File: config.mk
export PLATFORM = sky130hd
export DESIGN_NAME = car_cmd_arbiter
export DESIGN_NICKNAME = d
export VERILOG_FILES = /design/src/rtl/car_cmd_arbiter.sv
export SDC_FILE = /design/constraint.sdc
export NUM_CORES = 1
export LEC_CHECK = 0
export BUFFER_PORTS_ARGS = -buffer_cell sky130_fd_sc_hd__buf_2
export CORE_AREA = 8 8 198 200
export DETAILED_ROUTE_END_ITERATION = 8
export DIE_AREA = 0 0 206 208
export PLACE_DENSITY = 0.36
export SYNTH_ARGS = -nofsm -noshare
export SYNTH_HDL_FRONTEND = slang
export SYNTH_SLANG_ARGS = --single-unit
File: constraint.sdc
create_clock -name clk -period 5.22 [get_ports clk]
set_clock_uncertainty 0.1 [all_clocks]
set_input_delay 1.044 -clock clk [delete_from_list [all_inputs] [get_ports clk]]
set_output_delay 1.044 -clock clk [all_outputs]
set_load 0.005 [all_outputs]
File: src/rtl/car_cmd_arbiter.sv
// car_cmd_arbiter: hold-filtered keyboard keys -> steering/drive commands with speed ramp and braking.
// Optional stuck-key timeout is compiled in when CAR_KEY_TIMEOUT_EN is defined.

module car_key_filter #(
    parameter int HOLD_CYCLES = 4
) (
    input  logic clk,
    input  logic rst_n,
    input  logic raw,
    output logic filt
);
    localparam int CW = $clog2(HOLD_CYCLES + 1);

    logic [CW-1:0] cnt;

    always_ff @(posedge clk) begin
        if (!rst_n) begin
            filt <= 1'b0;
            cnt  <= '0;
        end else if (raw != filt) begin
            if (cnt == CW'(HOLD_CYCLES - 1)) begin
                filt <= raw;
                cnt  <= '0;
            end else begin
                cnt <= cnt + 1'b1;
            end
        end else begin
            cnt <= '0;
        end
    end
endmodule

module car_cmd_arbiter #(
    parameter logic [7:0] KEY_LEFT       = 8'h1C,
    parameter logic [7:0] KEY_RIGHT      = 8'h23,
    parameter logic [7:0] KEY_FWD        = 8'h1D,
    parameter logic [7:0] KEY_BACK       = 8'h1B,
    parameter int         HOLD_CYCLES    = 4,
    parameter int         RAMP_CYCLES    = 8,
    parameter int         SPEED_W        = 3,
    parameter int         MAX_LEVEL      = 7,
    parameter int         TIMEOUT_CYCLES = 1024
) (
    input  logic               clk,
    input  logic               rst_n,
    input  logic [511:0]       key_down,
    output logic [1:0]         direc,
    output logic [1:0]         drive,
    output logic [SPEED_W-1:0] speed,
    output logic               braking,
    output logic               cmd_chg
);
    typedef enum logic [1:0] {IDLE, FWD, REV, BRAKE} state_t;

    localparam logic [1:0] SEL_A    = 2'b10;
    localparam logic [1:0] SEL_B    = 2'b01;
    localparam logic [1:0] SEL_NONE = 2'b00;
    localparam int         RW       = $clog2(RAMP_CYCLES + 1);

    // bit order: 0 left, 1 right, 2 forward, 3 back
    logic [3:0] raw, filt, filt_d, rise;
    logic [1:0] last_lr, last_fb, lr_sel, fb_sel, req;
    logic       unused_keys;

    state_t             state, state_n;
    logic [SPEED_W-1:0] speed_n;
    logic [RW-1:0]      ramp_cnt;
    logic               tick;
    logic [1:0]         brake_dir, brake_dir_n;
    logic [SPEED_W+3:0] out_q;

    assign raw = {key_down[{1'b0, KEY_BACK}], key_down[{1'b0, KEY_FWD}],
                  key_down[{1'b0, KEY_RIGHT}], key_down[{1'b0, KEY_LEFT}]};
    assign unused_keys = ^key_down;

    car_key_filter #(.HOLD_CYCLES(HOLD_CYCLES)) u_flt [3:0] (
        .clk   (clk),
        .rst_n (rst_n),
        .raw   (raw),
        .filt  (filt)
    );

    assign rise = filt & ~filt_d;

    // Both held: the later rise wins; simultaneous rises resolve to none.
    function automatic logic [1:0] arb(input logic a, input logic b, input logic ra,
                                       input logic rb, input logic [1:0] last);
        if (a && b) begin
            if (ra && rb) return SEL_NONE;
            if (ra)       return SEL_A;
            if (rb)       return SEL_B;
            return last;
        end
        return {a, b};
    endfunction

    assign lr_sel = arb(filt[0], filt[1], rise[0], rise[1], last_lr);
    assign fb_sel = arb(filt[2], filt[3], rise[2], rise[3], last_fb);

    always_ff @(posedge clk) begin
        if (!rst_n) begin
            filt_d  <= '0;
            last_lr <= SEL_NONE;
            last_fb <= SEL_NONE;
            direc   <= SEL_NONE;
        end else begin
            filt_d <= filt;
            direc  <= lr_sel;
            if (rise[0] || rise[1]) last_lr <= lr_sel;
            if (rise[2] || rise[3]) last_fb <= fb_sel;
        end
    end

`ifdef CAR_KEY_TIMEOUT_EN
    localparam int TW = $clog2(TIMEOUT_CYCLES + 1);

    logic [TW-1:0] to_cnt;
    logic          to_mask;

    // Mask holds the drive request off until every F/B key is seen released.
    always_ff @(posedge clk) begin
        if (!rst_n) begin
            to_cnt  <= '0;
            to_mask <= 1'b0;
        end else begin
            if (filt != filt_d)                    to_cnt <= '0;
            else if (to_cnt != TW'(TIMEOUT_CYCLES)) to_cnt <= to_cnt + 1'b1;
            if (filt[3:2] == 2'b00)
                to_mask <= 1'b0;
            else if (to_cnt == TW'(TIMEOUT_CYCLES) && (state == FWD || state == REV))
                to_mask <= 1'b1;
        end
    end

    assign req = to_mask ? SEL_NONE : fb_sel;
`else
    localparam int unused_timeout = TIMEOUT_CYCLES;

    assign req = fb_sel;
`endif

    assign tick = (ramp_cnt == RW'(RAMP_CYCLES - 1));

    always_ff @(posedge clk) begin
        if (!rst_n) begin
            state     <= IDLE;
            speed     <= '0;
            ramp_cnt  <= '0;
            brake_dir <= SEL_NONE;
        end else begin
            state     <= state_n;
            speed     <= speed_n;
            brake_dir <= brake_dir_n;
            ramp_cnt  <= (state_n != state || tick) ? '0 : ramp_cnt + 1'b1;
        end
    end

    always_comb begin
        state_n     = state;
        speed_n     = speed;
        brake_dir_n = brake_dir;
        case (state)
            IDLE: begin
                speed_n = '0;
                if (req == SEL_A)      state_n = FWD;
                else if (req == SEL_B) state_n = REV;
            end
            FWD, REV: begin
                if (req == ((state == FWD) ? SEL_A : SEL_B)) begin
                    if (tick && speed < SPEED_W'(MAX_LEVEL)) speed_n = speed + 1'b1;
                end else begin
                    state_n     = BRAKE;
                    brake_dir_n = (state == FWD) ? SEL_A : SEL_B;
                end
            end
            BRAKE: begin
                // Only the original direction may resume; anything else decays to IDLE first.
                if (speed == '0)            state_n = IDLE;
                else if (req == brake_dir)  state_n = (brake_dir == SEL_A) ? FWD : REV;
                else if (tick)              speed_n = speed - 1'b1;
            end
            default: state_n = IDLE;
        endcase
    end

    always_comb begin
        drive = SEL_NONE;
        case (state)
            FWD:     drive = SEL_A;
            REV:     drive = SEL_B;
            BRAKE:   drive = brake_dir;
            default: drive = SEL_NONE;
        endcase
    end

    assign braking = (state == BRAKE);

    always_ff @(posedge clk) begin
        if (!rst_n) begin
            out_q   <= '0;
            cmd_chg <= 1'b0;
        end else begin
            out_q   <= {direc, drive, speed};
            cmd_chg <= ({direc, drive, speed} != out_q);
        end
    end
endmodule

**Yosys cells after proc, flatten, opt, wreduce, memory -nomap -nowiden**

Cells that the tools add are included.

- Bits in registers: 45
- Word-level logic and storage cells: 131

- Add/subtract/negate cells: 7
- Order comparisons: 1
- Equality and inequality tests: 24
- Mux-type cells: 51
- Bitwise gates (word level): 8
- Reduce and logical (&&, ||, !) cells: 22

Operators by type and width:

| cell | number |
|---|---|
| 2-to-1 mux 2 bit | 23 |
| 2-to-1 mux 1 bit | 20 |
| adder 3 x 1 -> 3 bit, second input constant | 5 |
| 2-to-1 mux 3 bit | 5 |
| == test 3 x 2 -> 1 bit, second input constant | 4 |
| one-hot mux 2 bit (3 select lines) | 2 |
| OR reduction 3 bit | 4 |
| AND reduction 2 bit | 5 |
| one-hot mux 3 bit (3 select lines) | 1 |
| == test 2 bit, second input constant | 4 |
| inequality test 2 bit, second input constant | 4 |
| inequality test 7 bit | 1 |
| NOT 1 bit | 6 |
| logical AND 1 bit | 5 |
| AND reduction 5 bit | 1 |
| adder 4 x 1 -> 4 bit, second input constant | 1 |
| bitwise AND 4 bit | 1 |
| == test 2 x 1 -> 1 bit, second input constant | 2 |
| == test 2 bit | 2 |
| == test 4 x 3 -> 1 bit, second input constant | 1 |
| inequality test 1 bit | 4 |
| NOT 4 bit | 1 |
| OR reduction 2 bit | 2 |
| logical NOT 3 bit | 1 |
| 6 further kinds | 8 |

**Longest topological paths before layout**

Gate-level depths: netlist of run 1.

- Word-level depth: 22
- Depth in mapped cells: 8
- Gate-level depth less buffers: 8

**By module**

A second synthesis of run 1 with hierarchy kept.

- Cell total of the unflattened synthesis: 234
- Area, all modules: 2243.4 µm²

Modules (own cells, without submodules):

| module | times used | cells an instance | area each (µm²) | seq. area each (µm²) |
|---|---|---|---|---|
| car_cmd_arbiter | 1 | 182 | 1587.8 | 580.6 |
| car_key_filter | 4 | 13 | 163.9 | 80.1 |

**Worst setup path after synthesis of run 1**

Ideal clock, no wire load.

- Path type: flip-flop to output port
- Start point: register state[0]
- End point: output drive[0]
- Arrival time: 1156 ps
- Data required time: 4076 ps
- Path slack: 2920 ps
- Cell stages (with the launch flop): 6
- Path buffers: 0
- Cells stage by stage: dfxtp_1 > ha_1 > inv_1 > nor3_1 > a21oi_1 > inv_1

- Longest elaborated chain between the ends: 2

Ends and longest elaborated chain:

| element | line | text |
|---|---|---|
| start, declared | 65 | `state_t state, state_n;` |
| start signal, assigned | 151 | `state <= state_n;` |
| == test 2 bit | - |  |
| via braking | 50 | `output logic braking,` |
| one-hot mux 2 bit (3 select lines) | 188 | `case (state)` |
| end, declared | 48 | `output logic [1:0] drive,` |

The timed path passes the listed nets, and every way through them passes these cells.

**Worst setup path in the final report of run 1**

- Start point: register state[0]
- End point: output drive[1]

- Longest elaborated chain between the ends: 2

Ends and longest elaborated chain:

| element | line |
|---|---|
| == test 2 bit / == test 2 x 1 -> 1 bit (equally long branches) | 188 |
| one-hot mux 2 bit (3 select lines) (*) | 188 |

Mark *: on every way between the ends. The rest lies on a longest branch, timed or not.

==> results.sh, run 1 <==
export IMPL_largest_incremental_delay_on_the_critical_path_ns=0.40
export IMPL_port_buffer_cells=14
export IMPL_setup_viol=0
export IMPL_arrival_time_worst_endpoint_ns=1.93
export IMPL_yosys_area_top_type="sky130_fd_sc_hd__dfxtp_1"
export IMPL_n_antenna_cell=0
export IMPL_number_of_ports_placed_on_the_die_boundary=523
export IMPL_drive_above_1_share=0.132
export IMPL_grt_first_pass_wirelength_mm=9.09
export IMPL_cts_htree_levels=2
export IMPL_routed_via_count=1666
export IMPL_async_flop_share=0
export IMPL_row_count=70
export IMPL_critical_path_required_time_ns=4.08
export IMPL_antenna_violating_nets_post_route=0
export IMPL_vias_per_cell=2.29
export IMPL_tns_ns=0
export IMPL_globalRouteTotalUtil=0.0278
export IMPL_synth_most_common_cell="sky130_fd_sc_hd__dfxtp_1"
export IMPL_cts_repair_timing_setup_buffer_count=0
export IMPL_clock_insertion_delay_worst_skew_ns=0.30
export IMPL_most_area_consuming_cells_after_synthesis="sky130_fd_sc_hd__dfxtp_1 (41%), sky130_fd_sc_hd__ha_1 (6.8%), sky130_fd_sc_hd__nor2_1 (4.8%)"
export IMPL_irDropWorstVdd_v=0.000117
export IMPL_maxCapViolations=0
export IMPL_synthesis_nets=770
export IMPL_grt_pass1_vias=1654
export IMPL_gr_total_overflow=0
export IMPL_synth_compound_area_share=0.165
export IMPL_areaGrowthSynthToFinish_pct=34.8
export IMPL_setup_repair_after_global_routing_missed_its_margin="false"
export IMPL_ys_seq_elements=45
export IMPL_yosys_warnings=0
export IMPL_die_h_um=208
export IMPL_worstReg2RegStart="state[1]"
export IMPL_synth_xor_xnor_area_share=0.0559
export IMPL_cts_num_sinks=45
export IMPL_total_net_switching_power_w=0.000349
export IMPL_synth_top_cell_area_share=0.411
export IMPL_synthCells=243
export IMPL_max_freq_mhz=325
export IMPL_remaining_routing_drc_violations=0
export IMPL_setup_reg_to_reg_worst_slack_ns=2.94
export IMPL_combPwrFrac=0.270
export IMPL_static_leakage_power_nw=0.996
export IMPL_floorplan_core_area_um2=36100
export IMPL_numCtsBuffers=5
export IMPL_synthAdderAreaFrac=0.0776
export IMPL_hp_class="register to register"
export IMPL_post_synth_mux_area_share=0.0183
export IMPL_finalCriticalPeriod_ns=3.08
export IMPL_dr_first_iter_drc_count=58
export IMPL_crit_chain="ha_1 > inv_1 > nor3_1 > a21oi_1 > inv_1 > buf_2"
export IMPL_fin_crit_sh=0.589
export IMPL_antenna_found_initial=1
export IMPL_final_core_area_utilization=0.0819
export IMPL_clockBufferDepth=2
export IMPL_power_frac_clock=0.330
export IMPL_maximum_number_of_pins_on_one_net_before_global_route_repair=19
export IMPL_synth_top_family_by_area="simple AND/OR/NAND/NOR gates"
export IMPL_hold_path_startpoint="u_flt[1].cnt[0]"
export IMPL_yosysSeqAreaShare=0.411
export IMPL_rr_worst_depth=8
export IMPL_cellInternalPower_w=0.000666
export IMPL_power_switching_fraction=0.344
export IMPL_holdPathEnd="u_flt[1].cnt[0]"
export IMPL_routed_wl_mm=5.52
export IMPL_path_common_cell="sky130_fd_sc_hd__inv_1"
export IMPL_dp_final_hpwl_mm=4.13
export IMPL_path_max_fanout=7
export IMPL_timing_hold_worst_path_depth=1
export IMPL_final_max_slew_viol_count=0
export IMPL_worst_tran_pin_value_ns=0.559
export IMPL_cts_tree="built"
export IMPL_run_status="finished clean"
export IMPL_gp_congestion=0.702
export IMPL_critPathCaptureType="output port"
export IMPL_seq_power_share=0.400
export IMPL_worst_setup_hold_path_clk_slew_ns=0.07
export IMPL_routedWlPerCell_um=7.60
export IMPL_simple_gate_area_share_of_the_yosys_netlist=0.208
export IMPL_fin_worst_hold_slack_ns=0.321
export IMPL_cellPowerDensity_nw_per_um2=344
export IMPL_hold_buffers=0
export IMPL_die_area_um2=42800
export IMPL_initial_core_util=0.0607
export IMPL_synth_ff_type="sky130_fd_sc_hd__dfxtp_1"
export IMPL_synth_common_cells="sky130_fd_sc_hd__dfxtp_1 (45), sky130_fd_sc_hd__nor2_1 (28), sky130_fd_sc_hd__inv_1 (24)"
export IMPL_cts_resized_gates=0
export IMPL_relative_slew_slack=0.625
export IMPL_synth_cell_types=50
export IMPL_ctsRootBufferMaster="sky130_fd_sc_hd__clkbuf_16"
export IMPL_synth_edf_count=0
export IMPL_cp_start_kind="register"
export IMPL_critical_path_reg2reg_endpoint="speed[2]"
export IMPL_fin_nets=784
export IMPL_mappedNetlistArea_um2=2190
export IMPL_postSynthAreaPerCell_um2=9.02
export IMPL_die_width_um=206
export IMPL_drt_first_pass_iters=4
export IMPL_timing_setup_critical_path_class="register to output port"
export IMPL_report_final_hold_viol_count=0
export IMPL_worst_path_max_delay_cell="sky130_fd_sc_hd__a21oi_1"
==> state kept, by name, summed over array words and instances, names as in the netlist, 3 cells and up <==
signal	flops
filt_d	4
out_q	7
ramp_cnt	4
speed	3
u_flt.cnt	12
u_flt.filt	4
==> power groups by stage <==
stage          registers [W]  clock network, W  logic [W]
2_1_floorplan       0.000407                 0   0.000204
3_3_place_gp        0.000416                 0   0.000281
3_5_place_dp        0.000415                 0   0.000278
4_1_cts             0.000407          0.000350   0.000281
5_1_grt             0.000413          0.000363   0.000318
6_report            0.000406          0.000335   0.000274
==> cells by family after synthesis <==
group,after synthesis
XOR/XNOR,14
buffers and inverters,32
multiplexers,4
AND/OR/NAND/NOR,85
AO/OA/AOI/OAI,50
adder cells (fa/ha/maj),13
flip-flops,45
==> worst max-delay path by stage <==
| stage | start | slack [ns] | endpoint |
|---|---|---|---|
| global route | state[0] | 1.93 | drive[1] |
| detailed placement | state[0] | 2.37 | drive[1] |
| CTS | state[0] | 2.04 | drive[1] |
| floorplan | state[0] | 2.92 | drive[0] |
| finish | state[0] | 2.14 | drive[1] |
| global placement | state[0] | 2.39 | drive[1] |
==> layout by cell type, fill, tap and decap left out, types with 3 or more instances in the layout <==
cell type	n
sky130_fd_sc_hd__dfxtp_1	45
sky130_fd_sc_hd__nor2_1	28
sky130_fd_sc_hd__inv_1	24
sky130_fd_sc_hd__buf_2	14
sky130_fd_sc_hd__ha_1	12
sky130_fd_sc_hd__a21oi_1	11
sky130_fd_sc_hd__nand3_1	11
sky130_fd_sc_hd__xnor2_1	9
sky130_fd_sc_hd__o21ai_0	9
sky130_fd_sc_hd__nand2_1	8
sky130_fd_sc_hd__and2_1	8
sky130_fd_sc_hd__nor3_1	6
sky130_fd_sc_hd__or3_1	5
sky130_fd_sc_hd__xor2_1	5
sky130_fd_sc_hd__clkbuf_16	5
sky130_fd_sc_hd__mux2i_1	4
sky130_fd_sc_hd__a31o_2	4
sky130_fd_sc_hd__nand4_1	4
sky130_fd_sc_hd__nor2b_1	3
sky130_fd_sc_hd__a21o_1	3
sky130_fd_sc_hd__nor4_1	3
==> layer usage <==
| layer | wire length [µm] | global-route usage | vias to the layer above |
|---|---|---|---|
| li1 | - | - | 876 |
| met1 | 2510 | 0.0315 | 764 |
| met2 | 2530 | 0.0425 | 18 |
| met3 | 328 | 0.0126 | 8 |
| met4 | 153 | 0.0159 | 0 |
| met5 | 0 | 0 | - |
==> critical path: cells and delay by family (launching register included) <==
kind,cells,cell delay [ns]
buffers and inverters,3,0.45
DFF,1,0.38
adders and majority gates,1,0.34
AOI/OAI and AO/OA,1,0.40
and+or+nand+nor,1,0.07
==> metrics by stage <==
| step | cell area (µm²) | std cells | setup WS, ns | power [W] |
|---|---|---|---|---|
| 2_1_floorplan | 2190 | 243 | 2.92 | 0.000611 |
| 3_3_place_gp | 2800 | 718 | 2.39 | 0.000697 |
| 3_5_place_dp | 2800 | 718 | 2.37 | 0.000693 |
| 4_1_cts | 2950 | 726 | 2.04 | 0.00104 |
| 5_1_grt | 2950 | 726 | 1.93 | 0.00109 |
| 6_report | 2950 | 726 | 2.14 | 0.00102 |
==> area by class of cell <==
| type | count | area (µm²) |
|---|---|---|
| clock inverters | 3 | 28.8 |
| multi-input cells | 166 | 1150 |
| flip-flops and latches | 45 | 901 |
| fillers | 4239 | 33100 |
| clock buffers | 5 | 125 |
| repair buffers | 14 | 70.1 |
| inverters | 25 | 93.8 |
| well taps | 468 | 586 |
Power figures use the tool's default switching activity.
==> inputs of run 2 (changes only) <==
CORE_AREA = 8 8 197 199   (was 8 8 198 200)
DIE_AREA = 0 0 205 207   (was 0 0 206 208)
PLACE_DENSITY = 0.37   (was 0.36)
clock period = 3.2 ns   (was 5.22 ns; I/O delays follow)
==> run 2 against run 1 <==
Register-to-register slack got worse by 2.0 ns. Routed wire length decreased by 4.4%. Cell count increased by 0.14%. First-iteration DRC count increased by 14%. Highest routed layer is now met5. Critical path type unchanged.
==> results.sh, run 2 (same netlist as run 1, synthesis figures left out) <==
export IMPL_critPathCaptureType="output port"
export IMPL_largest_register_ffs=12
export IMPL_critical_path_reg2reg_endpoint="ramp_cnt[2]"
export IMPL_largest_register="u_flt.cnt"
export IMPL_cts_tree="built"
export IMPL_routedWlPerCell_um=7.26
export IMPL_cts_htree_levels=2
export IMPL_routed_via_count=1678
export IMPL_finalCriticalPeriod_ns=2.66
export IMPL_hp_class="register to register"
export IMPL_fin_crit_sh=0.832
export IMPL_row_count=70
export IMPL_cellPowerDensity_nw_per_um2=553
export IMPL_biggestRegsByFlops="u_flt.cnt x12, out_q x7"
export IMPL_cts_resized_gates=0
export IMPL_timing_hold_worst_path_depth=1
export IMPL_fin_worst_hold_slack_ns=0.320
export IMPL_cts_num_sinks=45
export IMPL_die_h_um=207
export IMPL_routed_wl_mm=5.28
export IMPL_run_status="finished clean"
export IMPL_drive_above_1_share=0.135
export IMPL_rr_worst_depth=6
export IMPL_die_width_um=205
export IMPL_clockBufferDepth=2
export IMPL_dr_first_iter_drc_count=66
export IMPL_static_leakage_power_nw=0.995
export IMPL_gr_total_overflow=0
export IMPL_setup_reg_to_reg_worst_slack_ns=0.94
export IMPL_initial_core_util=0.0610
export IMPL_timing_setup_critical_path_class="register to output port"
export IMPL_cts_repair_timing_setup_buffer_count=0
export IMPL_fin_nets=785
export IMPL_antenna_violating_nets_post_route=0
export IMPL_worst_setup_hold_path_clk_slew_ns=0.07
export IMPL_areaGrowthSynthToFinish_pct=34.9
export IMPL_cp_start_kind="register"
export IMPL_floorplan_core_area_um2=35900
export IMPL_maxCapViolations=0
export IMPL_max_freq_mhz=375
export IMPL_arrival_time_worst_endpoint_ns=1.92
export IMPL_gp_congestion=0.705
export IMPL_grt_pass1_vias=1686
export IMPL_hold_path_startpoint="u_flt[0].cnt[0]"
export IMPL_report_final_hold_viol_count=0
export IMPL_ctsRootBufferMaster="sky130_fd_sc_hd__clkbuf_16"
export IMPL_worstReg2RegStart="state[1]"
export IMPL_mostFrequentLayoutCells="sky130_fd_sc_hd__dfxtp_1 (45), sky130_fd_sc_hd__nor2_1 (28), sky130_fd_sc_hd__inv_1 (24)"
export IMPL_hold_buffers=0
export IMPL_irDropWorstVdd_v=0.000179
export IMPL_worst_tran_pin_value_ns=0.471
export IMPL_critical_path_required_time_ns=2.46
export IMPL_number_of_ports_placed_on_the_die_boundary=523
export IMPL_antenna_found_initial=2
export IMPL_tns_ns=0
export IMPL_die_area_um2=42400
export IMPL_nFillCells=4193
export IMPL_mostFrequentLayoutCell="sky130_fd_sc_hd__dfxtp_1"
export IMPL_clock_insertion_delay_worst_skew_ns=0.29
export IMPL_globalRouteTotalUtil=0.0272
export IMPL_grt_first_pass_wirelength_mm=8.87
export IMPL_n_antenna_cell=0
export IMPL_dp_final_hpwl_mm=3.99
export IMPL_numCtsBuffers=5
export IMPL_drt_first_pass_iters=4
export IMPL_maximum_number_of_pins_on_one_net_before_global_route_repair=17
export IMPL_vias_per_cell=2.31
export IMPL_relative_slew_slack=0.686
export IMPL_port_buffer_cells=14
export IMPL_final_max_slew_viol_count=0
export IMPL_remaining_routing_drc_violations=0
export IMPL_setup_repair_after_global_routing_missed_its_margin="false"
export IMPL_holdPathEnd="u_flt[0].cnt[0]"
export IMPL_setup_viol=0
export IMPL_path_max_fanout=7
[run 2: cell types whose count changed in the layout (fill, tap and decap cells not counted)]
cell / before / now
sky130_fd_sc_hd__buf_4: 0 / 1
sky130_fd_sc_hd__clkinv_4: 0 / 1
sky130_fd_sc_hd__clkinvlp_4: 0 / 1
sky130_fd_sc_hd__inv_6: 2 / 1
sky130_fd_sc_hd__inv_8: 1 / 0
[run 2: how the worst max path moves through the flow]
stage | start | endpoint | slack [ns] | depth (start not counted)
finish | state[0] | drive[1] | 0.54 | 6
floorplan | state[0] | ramp_cnt[3] | 1.23 | 7
detailed placement | state[0] | drive[1] | 0.77 | 6
global route | state[1] | drive[1] | 0.28 | 6
CTS | state[0] | drive[1] | 0.43 | 6
global placement | state[0] | drive[1] | 0.78 | 6
[run 2: stage by stage]
| step | worst slack, ns | cell area, µm² | std cells | power, W | utilization |
|---|---|---|---|---|---|
| after CTS | 0.434 | 2960 | 727 | 0.00167 | 0.0824 |
| final | 0.536 | 2960 | 727 | 0.00164 | 0.0824 |
| after detailed placement | 0.775 | 2810 | 719 | 0.00112 | 0.0782 |
| after floorplan | 1.23 | 2190 | 243 | 0.000997 | - |
| after global placement | 0.777 | 2810 | 719 | 0.00113 | 0.0782 |
| after global routing | 0.275 | 2960 | 727 | 0.00176 | 0.0824 |
[run 2: cell type report]
| cell class | instances | area, µm² | share of cell area |
|---|---|---|---|
| multi-input combinational | 166 | 1150 | 0.389 |
| sequential | 45 | 901 | 0.305 |
| tap | 468 | 586 | 0.198 |
| clock buffer | 5 | 125 | 0.0423 |
| inverter | 25 | 93.8 | 0.0317 |
| timing repair buffer | 15 | 77.6 | 0.0262 |
| clock inverter | 3 | 25.0 | 0.00846 |
[run 2: critical path, cell delays in order, from the launching register on]
cell	delay, ns
sky130_fd_sc_hd__dfxtp_1	0.39
sky130_fd_sc_hd__ha_1	0.35
sky130_fd_sc_hd__inv_1	0.18
sky130_fd_sc_hd__nor3_1	0.07
sky130_fd_sc_hd__a21oi_1	0.38
sky130_fd_sc_hd__inv_1	0.10
sky130_fd_sc_hd__buf_2	0.16
[run 2: metal layers]
| layer | global-route usage | up-vias | wire [µm] |
|---|---|---|---|
| met5 | 0 | - | 13 |
| met4 | 0.0155 | 2 | 152 |
| met3 | 0.0125 | 11 | 286 |
| met2 | 0.0426 | 18 | 2380 |
| met1 | 0.0299 | 773 | 2440 |
| li1 | - | 874 | - |
[run 2: power breakdown]
group          switching (W)  leakage [nW]  internal [W]
logic               0.000267         0.559      0.000173
clock network       0.000239        0.0704      0.000294
registers          0.0000491         0.366      0.000613
==> inputs of run 3 (changes only) <==
ABC_AREA = 1   (was not set)
CORE_AREA = 8 8 196 198   (was 8 8 197 199)
DIE_AREA = 0 0 204 206   (was 0 0 205 207)
clock period = 2.7 ns   (was 3.2 ns; I/O delays follow)
==> run 3 against run 2 <==
Die area decreased by 0.97%. Core utilization is 0.16 points lower. Sequential share of layout area grew 1.2 points. First-iteration DRC count is 17% lower. Hold slack better by 0.0053 ns. Critical path type unchanged. Critical endpoint is now drive[0]. Largest power group unchanged.
==> results.sh, run 3 <==
export IMPL_combPwrFrac=0.235
export IMPL_hold_path_startpoint="u_flt[1].cnt[0]"
export IMPL_maximum_number_of_pins_on_one_net_before_global_route_repair=22
export IMPL_path_max_fanout=6
export IMPL_antenna_violating_nets_post_route=0
export IMPL_cellPowerDensity_nw_per_um2=627
export IMPL_worst_tran_pin_value_ns=0.496
export IMPL_initial_core_util=0.0591
export IMPL_worstReg2RegStart="state[0]"
export IMPL_areaGrowthSynthToFinish_pct=36.6
export IMPL_power_frac_clock=0.329
export IMPL_setup_reg_to_reg_worst_slack_ns=0.68
export IMPL_synth_common_cells="sky130_fd_sc_hd__inv_1 (46), sky130_fd_sc_hd__nand2_1 (46), sky130_fd_sc_hd__dfxtp_1 (45)"
export IMPL_yosysSeqAreaShare=0.432
export IMPL_holdPathEnd="u_flt[1].cnt[0]"
export IMPL_dr_first_iter_drc_count=55
export IMPL_die_area_um2=42000
export IMPL_clock_insertion_delay_worst_skew_ns=0.28
export IMPL_cp_start_kind="register"
export IMPL_setup_repair_after_global_routing_missed_its_margin="false"
export IMPL_tns_ns=0
export IMPL_total_net_switching_power_w=0.000563
export IMPL_power_switching_fraction=0.315
export IMPL_number_of_ports_placed_on_the_die_boundary=523
export IMPL_row_count=69
export IMPL_relative_slew_slack=0.669
export IMPL_multi_input_comb_area_um2=970
export IMPL_seqCellArea_um2=901
export IMPL_finalCriticalPeriod_ns=2.41
export IMPL_postLayoutSetupSlackWorst_ns=0.293
export IMPL_remaining_routing_drc_violations=0
export IMPL_antenna_found_initial=0
export IMPL_post_placement_worst_setup_slack_ns=0.561
export IMPL_port_buffer_cells=14
export IMPL_numCtsBuffers=5
export IMPL_synth_ff_type="sky130_fd_sc_hd__dfxtp_1"
export IMPL_die_width_um=204
export IMPL_timing_hold_worst_path_depth=1
export IMPL_cellInternalPower_w=0.00122
export IMPL_clockBufferDepth=2
export IMPL_routed_wl_mm=4.76
export IMPL_critical_path_required_time_ns=2.06
export IMPL_gp_congestion=0.682
export IMPL_globalRouteTotalUtil=0.0237
export IMPL_critical_path_reg2reg_endpoint="speed[2]"
export IMPL_grt_first_pass_wirelength_mm=7.96
export IMPL_hold_buffers=0
export IMPL_drive_above_1_share=0.132
export IMPL_routedWlPerCell_um=6.36
export IMPL_critPathCaptureType="output port"
export IMPL_ctsRootBufferMaster="sky130_fd_sc_hd__clkbuf_16"
export IMPL_synthesis_nets=796
export IMPL_rr_worst_depth=7
export IMPL_grt_pass1_vias=1520
export IMPL_most_area_consuming_cells_after_synthesis="sky130_fd_sc_hd__dfxtp_1 (43%), sky130_fd_sc_hd__inv_1 (8.3%), sky130_fd_sc_hd__nand2_1 (8.3%)"
export IMPL_cts_tree="built"
export IMPL_yosys_warnings=0
export IMPL_run_status="finished clean"
export IMPL_async_flop_share=0
export IMPL_dp_final_hpwl_mm=3.80
export IMPL_arrival_time_worst_endpoint_ns=1.77
export IMPL_vias_per_cell=2.14
export IMPL_postSynthAreaPerCell_um2=7.74
export IMPL_mappedNetlistArea_um2=2080
export IMPL_final_max_slew_viol_count=0
export IMPL_hp_class="register to register"
export IMPL_synth_top_cell_area_share=0.432
export IMPL_fin_crit_sh=0.891
export IMPL_seq_power_share=0.436
export IMPL_final_core_area_utilization=0.0808
export IMPL_max_freq_mhz=415
export IMPL_biggestRegsByFlops="u_flt.cnt x12, out_q x7"
export IMPL_cts_num_sinks=45
export IMPL_placedCellCount=740
export IMPL_cts_resized_gates=0
export IMPL_cts_repair_timing_setup_buffer_count=0
export IMPL_die_h_um=206
export IMPL_static_leakage_power_nw=1.12
export IMPL_n_antenna_cell=0
export IMPL_report_final_hold_viol_count=0
export IMPL_largest_register="u_flt.cnt"
export IMPL_ys_seq_elements=45
export IMPL_final_cell_count_no_fill=748
export IMPL_largest_register_ffs=12
export IMPL_synth_cell_types=28
export IMPL_synthCells=269
export IMPL_worst_setup_hold_path_clk_slew_ns=0.06
export IMPL_gr_total_overflow=0
export IMPL_irDropWorstVdd_v=0.000213
export IMPL_synth_edf_count=0
export IMPL_setup_viol=0
export IMPL_drt_first_pass_iters=4
export IMPL_fin_nets=813
export IMPL_routed_via_count=1598
export IMPL_floorplan_core_area_um2=35200
export IMPL_timing_setup_critical_path_class="register to output port"
export IMPL_mostFrequentLayoutCells="sky130_fd_sc_hd__inv_1 (46), sky130_fd_sc_hd__nand2_1 (46), sky130_fd_sc_hd__dfxtp_1 (45)"
export IMPL_yosys_area_top_type="sky130_fd_sc_hd__dfxtp_1"
export IMPL_cts_htree_levels=2
export IMPL_maxCapViolations=0
export IMPL_nFillCells=4161
run 3: cell types whose count changed in the layout (fill, tap and decap cells not counted), sizes merged, moves of 4 or more:
cell,change
a31o,-5
and2,-8
inv,+23
mux2i,-4
nand2,+46
nand3,+7
nor2,+6
nor2b,-4
or3,-6
run 3: critical path: stages, from the launching register on:
cell,delay [ns]
sky130_fd_sc_hd__dfxtp_1,0.36
sky130_fd_sc_hd__ha_1,0.32
sky130_fd_sc_hd__nand2_1,0.11
sky130_fd_sc_hd__inv_1,0.04
sky130_fd_sc_hd__o21ai_0,0.34
sky130_fd_sc_hd__inv_1,0.16
sky130_fd_sc_hd__buf_2,0.16
run 3: cells by family after synthesis:
family | count (synthesis) | synth area share
AND/OR/NAND/NOR | 115 | 0.242
buffers and inverters | 53 | 0.102
flip-flops | 45 | 0.432
AO/OA/AOI/OAI | 32 | 0.0955
adder cells (fa/ha/maj) | 13 | 0.0817
XOR/XNOR | 11 | 0.0462
run 3: area by class of cell:
class	count	share of cell area
Tap cell	461	0.203
Clock inverter	2	0.00352
Multi-Input combinational cell	171	0.341
Clock buffer	6	0.0453
Timing Repair Buffer	15	0.0273
Inverter	48	0.0642
Sequential cell	45	0.316
run 3: through the flow:
stage | area [µm²] | hold slack [ns] | power (W)
detailed placement | 2710 | 0.320 | 0.00123
finish | 2850 | 0.326 | 0.00178
global route | 2850 | 0.353 | 0.00192
floorplan | 2080 | 0.299 | 0.00109
global placement | 2710 | 0.316 | 0.00123
CTS | 2850 | 0.328 | 0.00184
run 3: worst max path at each step:
| stage | from | endpoint | slack [ns] | cells past startpoint |
|---|---|---|---|---|
| detailed placement | state[0] | drive[0] | 0.56 | 6 |
| global route | state[0] | drive[0] | 0.13 | 6 |
| global placement | state[0] | drive[0] | 0.53 | 6 |
| CTS | state[0] | drive[0] | 0.25 | 6 |
| finish | state[0] | drive[0] | 0.29 | 6 |
| floorplan | state[0] | speed[2] | 0.87 | 7 |
run 3: power groups by stage:
stage                     clock [W]  sequential (W)  combinational, W
after floorplan                   0        0.000776          0.000313
after global placement            0        0.000795          0.000438
after detailed placement          0        0.000795          0.000435
after CTS                  0.000620        0.000779          0.000437
after global routing       0.000647        0.000788          0.000488
final                      0.000587        0.000778          0.000420
run 3: routing by layer:
metal	global-route usage	part of all wire	up-vias
li1	-	-	880
met1	0.0308	0.51	702
met2	0.0354	0.42	14
met3	0.0111	0.062	2
met4	0.00463	0.0025	0
met5	0	0	-
